==> src/rtl/registers.sv <==
// General-purpose register file: 2^ADDR_WIDTH x DATA_WIDTH, two combinational
// read ports, one synchronous write port, index 0 hardwired to zero.
module registers #(
  parameter int DATA_WIDTH = 32,
  parameter int ADDR_WIDTH = 5
) (
  input  logic                  clk,
  input  logic                  reset,
  input  logic [ADDR_WIDTH-1:0] readRegister1,
  input  logic [ADDR_WIDTH-1:0] readRegister2,
  input  logic [ADDR_WIDTH-1:0] writeRegister,
  input  logic [DATA_WIDTH-1:0] writeData,
  input  logic                  regWrite,
  output logic [DATA_WIDTH-1:0] readData1,
  output logic [DATA_WIDTH-1:0] readData2
);

  localparam int DEPTH = 1 << ADDR_WIDTH;

  logic [DATA_WIDTH-1:0] regs_q [DEPTH];
  logic [DATA_WIDTH-1:0] regs_d [DEPTH];
  logic                  wr_en;

  // Writes to index 0 are dropped so storage for r0 never leaves zero.
  assign wr_en = regWrite && (writeRegister != '0);

  always_comb begin
    // NOTE: every entry defaults to its current value first, so no path
    // through this block leaves regs_d unassigned and no latch is inferred.
    for (int i = 0; i < DEPTH; i++) begin
      regs_d[i] = regs_q[i];
    end
    if (reset) begin
      for (int i = 0; i < DEPTH; i++) begin
        regs_d[i] = '0;
      end
    end else if (wr_en) begin
      regs_d[writeRegister] = writeData;
    end
  end

  // NOTE: the whole array is cleared on reset because software relies on a
  // known-zero file; this keeps the storage in flops rather than a RAM macro.
  always_ff @(posedge clk) begin
    // NOTE: non-blocking assignment so all entries update together at the edge.
    for (int i = 0; i < DEPTH; i++) begin
      regs_q[i] <= regs_d[i];
    end
  end

  // Reads see only registered state: no bypass from the pending write.
  assign readData1 = (readRegister1 == '0) ? '0 : regs_q[readRegister1];
  assign readData2 = (readRegister2 == '0) ? '0 : regs_q[readRegister2];

endmodule

==> config.mk <==
export PLATFORM = sky130hd
export DESIGN_NAME = registers
export DESIGN_NICKNAME = d
export VERILOG_FILES = /design/src/rtl/registers.sv
export SDC_FILE = /design/constraint.sdc
export NUM_CORES = 2
export LEC_CHECK = 0
export ABC_CLOCK_PERIOD_IN_PS = 2600
export CAP_MARGIN = 15
export CORE_MARGIN = 2
export CORE_UTILIZATION = 35
export CTS_BUF_LIST = sky130_fd_sc_hd__clkbuf_16
export CTS_CLUSTER_SIZE = 12
export DETAILED_ROUTE_END_ITERATION = 8
export GPL_TIMING_DRIVEN = 0
export PLACE_DENSITY_LB_ADDON = 0.15
export SYNTH_ARGS = -nofsm -noshare
export SYNTH_HDL_FRONTEND = slang
export SYNTH_SLANG_ARGS = --single-unit
==> constraint.sdc <==
create_clock -name clk -period 2.6 [get_ports clk]
set_input_delay 0.39 -clock clk [delete_from_list [all_inputs] [get_ports clk]]
set_output_delay 0.39 -clock clk [all_outputs]
set_load 0.02 [all_outputs]
==> summary.md <==
| Metric | Value |
|---|---|
| Row count | `between 100 and 150` |
| Post-synth EDFFs | `0` |
| Mapped Nets | `about 5900` |
| CTS HTree Levels | `3` |
| Clock Latency Late Sink | `0.77 ns` |
| Reg power frac | `41.9%` |
| Fill count | `14140` |
| Reg with most FFs | `regs_q` |
| Max Fclk | `0.3089 GHz` |
| FF+latch area | `20700 um2` |
| DR iter-0 viols | `7189` |
| Syn avg cell area | `8.752 um2` |
| Clk network pwr share | `44.8%` |
| Antenna violations before repair | `11` |
| Max reg flops | `1024` |
| Placed Cells | `roughly 8000` |
| Area growth, synth to finish | `26.84%` |
| Area of the mapped netlist | `51570 um2` |
| Clock skew | `0 ns` |
| Distinct cells, synth | `43` |
| P_sw | `11050 uW` |
| Top cells by count, synth | `nand2_1, dfxtp_1, a21oi_1` |
| Vias in the first global route | `roughly 48000` |
| Synth Flop Type | `dfxtp_1` |
| Core box area | `145900 um2` |
| Pwr/cell area | `just under 600 nW/um2` |
| Yosys synthesis warning count | `0` |
| First-pass detailed-route iteration total | `6` |
| First-pass GRT wire length | `389.2 mm` |
| Post-route cell area | `65410 um2` |
| Placer Congestion | `just over 1` |
| Slew Viols, Final | `0` |
| Clock-pin slew on the worst setup and hold paths | `0.06 ns` |
| Fin cells | `approximately 8300` |
| Sequential area share after synthesis | `between 30% and 40%` |
| # setup viols final | `between 200 and 250` |
| Die Wd | `387.8 um` |
| Fin crit period | `about 3.2 ns` |
| Sinks on Clock Net | `1024` |
| Largest net degree at the start of global routing | `16` |
| Power Internal | `26890 uW` |
| Startpoint types | `flip-flop` |
| Crit-path max cell delay | `0.66 ns` |
| Hold Vio Cnt, Final | `0` |
| Slowest CP cell | `a2111oi_4` |
| Sw Share | `between 20% and 30%` |
| Leakage | `0.02171 uW` |
| Count leader, synth | `nand2_1` |
| Placement-stage cell area | `around 56000 um2` |
| VDD IR max | `0.5813 mV` |
| Final HPWL DP | `approximately 210 mm` |
| RSZ-0062 raised after global routing | `yes` |
| Average wire per standard cell | `34.86 um` |
| Top cells by area, synth | `dfxtp_1, mux4_2, nand2_1, a21oi_1, mux2i_1` |
| CTS root buf | `clkbuf_16` |
| Async S/R FF share, synth | `0%` |
| Clk buf depth | `3` |
| Kind of critical path | `reg2out` |
| Logic pwr share | `a little over an eighth` |
| Final nets | `approximately 6300` |
| Share of layout cells above drive strength 1 | `24.25%` |
| CTS tree | `built` |
| CP endpoint kind | `output pin` |
| Post-Syn Instances | `5892` |
| Die area | `~150000 um2` |
| Routed Antenna Nets | `0` |
| Crit path DAT | `2.85 ns` |
| Outcome | `complete, but fails checks` |
| Via count | `51380` |
| Synth Register Bits | `around 1000` |
| Failing checks | `setup timing` |
| Port buffer count | `108` |
| GRT Total Usage | `37.14%` |
| Crit Path Max Fanout | `3` |
| Congestion Overflow GR | `0` |
| # IOs | `roughly 110` |
| Multi-input gate area | `31260 um2` |
| Part of the cycle the worst path needs | `124.5%` |
| Num CTS Buffers | `120` |
| Die Span Y | `387.8 um` |
| CP Cell Sequence | `mux4_2 -> a22o_4 -> a2111oi_4 -> nor3_2 -> buf_4` |
| Total length of routed wires | `288.9 mm` |
| Initial Util | `35.34%` |
| Place WS | `-3.300 ns` |
| Worst slew pin tran | `1.277 ns` |
| Worst slew margin | `approximately 15%` |
| Top cell type's share of synthesized area | `39.75%` |
| Post-synth top area cell | `dfxtp_1` |
| Drt drc | `0` |
| Biggest regs | `regs_q x1024` |
| Class of the worst hold path | `in2reg` |
| WHS | `between 0.2 and 0.3 ns` |
| Max_cap viols | `0` |
| Critical Path RT | `2.21 ns` |
| Worst setup margin | `-0.6370 ns` |
| Vias/cell | `6.199` |
[placed cells by master, fill, tap and decap left out, types with 57 or more instances in the layout]
cell / instances
clkbuf_16: 129
a22oi_1: 63
mux2i_1: 240
buf_6: 76
buf_4: 144
dfxtp_1: 870
dfxtp_2: 151
mux4_2: 404
a21oi_1: 1017
clkbuf_1: 352
nand2_1: 2020
buf_12: 57
[stage by stage]
step / TNS [ns] / utilization, % / total power, uW
after CTS: -20.83 / 44.45 / 37580
after detailed placement: -1006.66 / 38.06 / 20190
final: -28.83 / 44.82 / 37940
after global placement: -1117.74 / 37.75 / 20120
after floorplan: 0 / - / 18100
after global routing: -23.98 / 44.82 / 38440
[worst max-delay path: cells and delay by family, from the launching register on]
family          cells  cell delay [ns]
mux                 1             0.48
flops               1             0.33
compound gates      2             0.94
buf+inv             1             0.20
simple gates        1             0.13
[final cells by class]
type,count,area share [%]
Sequential cell,1024,31.65
Antenna cell,3,0.01148
Multi-Input combinational cell,4257,47.79
Clock inverter,95,1.025
Inverter,3,0.03061
Clock buffer,123,4.706
Tap cell,1917,3.667
Buffer,600,6.694
Timing Repair Buffer,266,4.431
[power by group through the flow]
| stage | clock, uW | combinational (uW) | sequential, uW |
|---|---|---|---|
| finish | 17000 | 5030 | 15900 |
| global placement | 0 | 3880 | 16200 |
| global route | 17500 | 5000 | 15900 |
| detailed placement | 0 | 3940 | 16200 |
| CTS | 16900 | 4770 | 15900 |
| floorplan | 0 | 1890 | 16200 |
[final timing paths]
| path | slack (ns) | depth (start not counted) | to | startpoint |
|---|---|---|---|---|
| worst max-delay path | -0.64 | 5 | readData1[12] | regs_q[31][12] |
| worst min register to register | 0.46 | 2 | regs_q[25][21] | regs_q[25][21] |
| worst min-delay path | 0.28 | 3 | regs_q[2][28] | writeData[28] |
| worst max register to register | 1.79 | 4 | regs_q[31][5] | regs_q[31][5] |
[layer usage]
layer	part of all wire, %	GRT usage (%)
met3	12	10.92
met1	37	47.01
met5	0.024	0
met4	7.6	24.71
met2	42	54.77
[what timing repair did]
action / 4_1_cts / 5_1_grt
gates cloned: 7 / 0
hold buffers: 0 / 0
setup buffers: 104 / 8
setup endpoints to repair: 751 / 562
gates resized for setup: 1463 / 176
pin swaps: 176 / 51
[cells by family (layout without fill, tap and decap cells)]
group / count (synthesis) / after routing / synth area share, %
and+or+nand+nor: 2245 / 2245 / 17.21
AOI/OAI and AO/OA: 1316 / 1316 / 14.44
DFF: 1024 / 1024 / 39.75
muxes: 696 / 696 / 23.40
buffers and inverters: 611 / 1087 / 5.197
other: 0 / 3 / 0
Note: power is estimated with default switching activity, not from simulation.
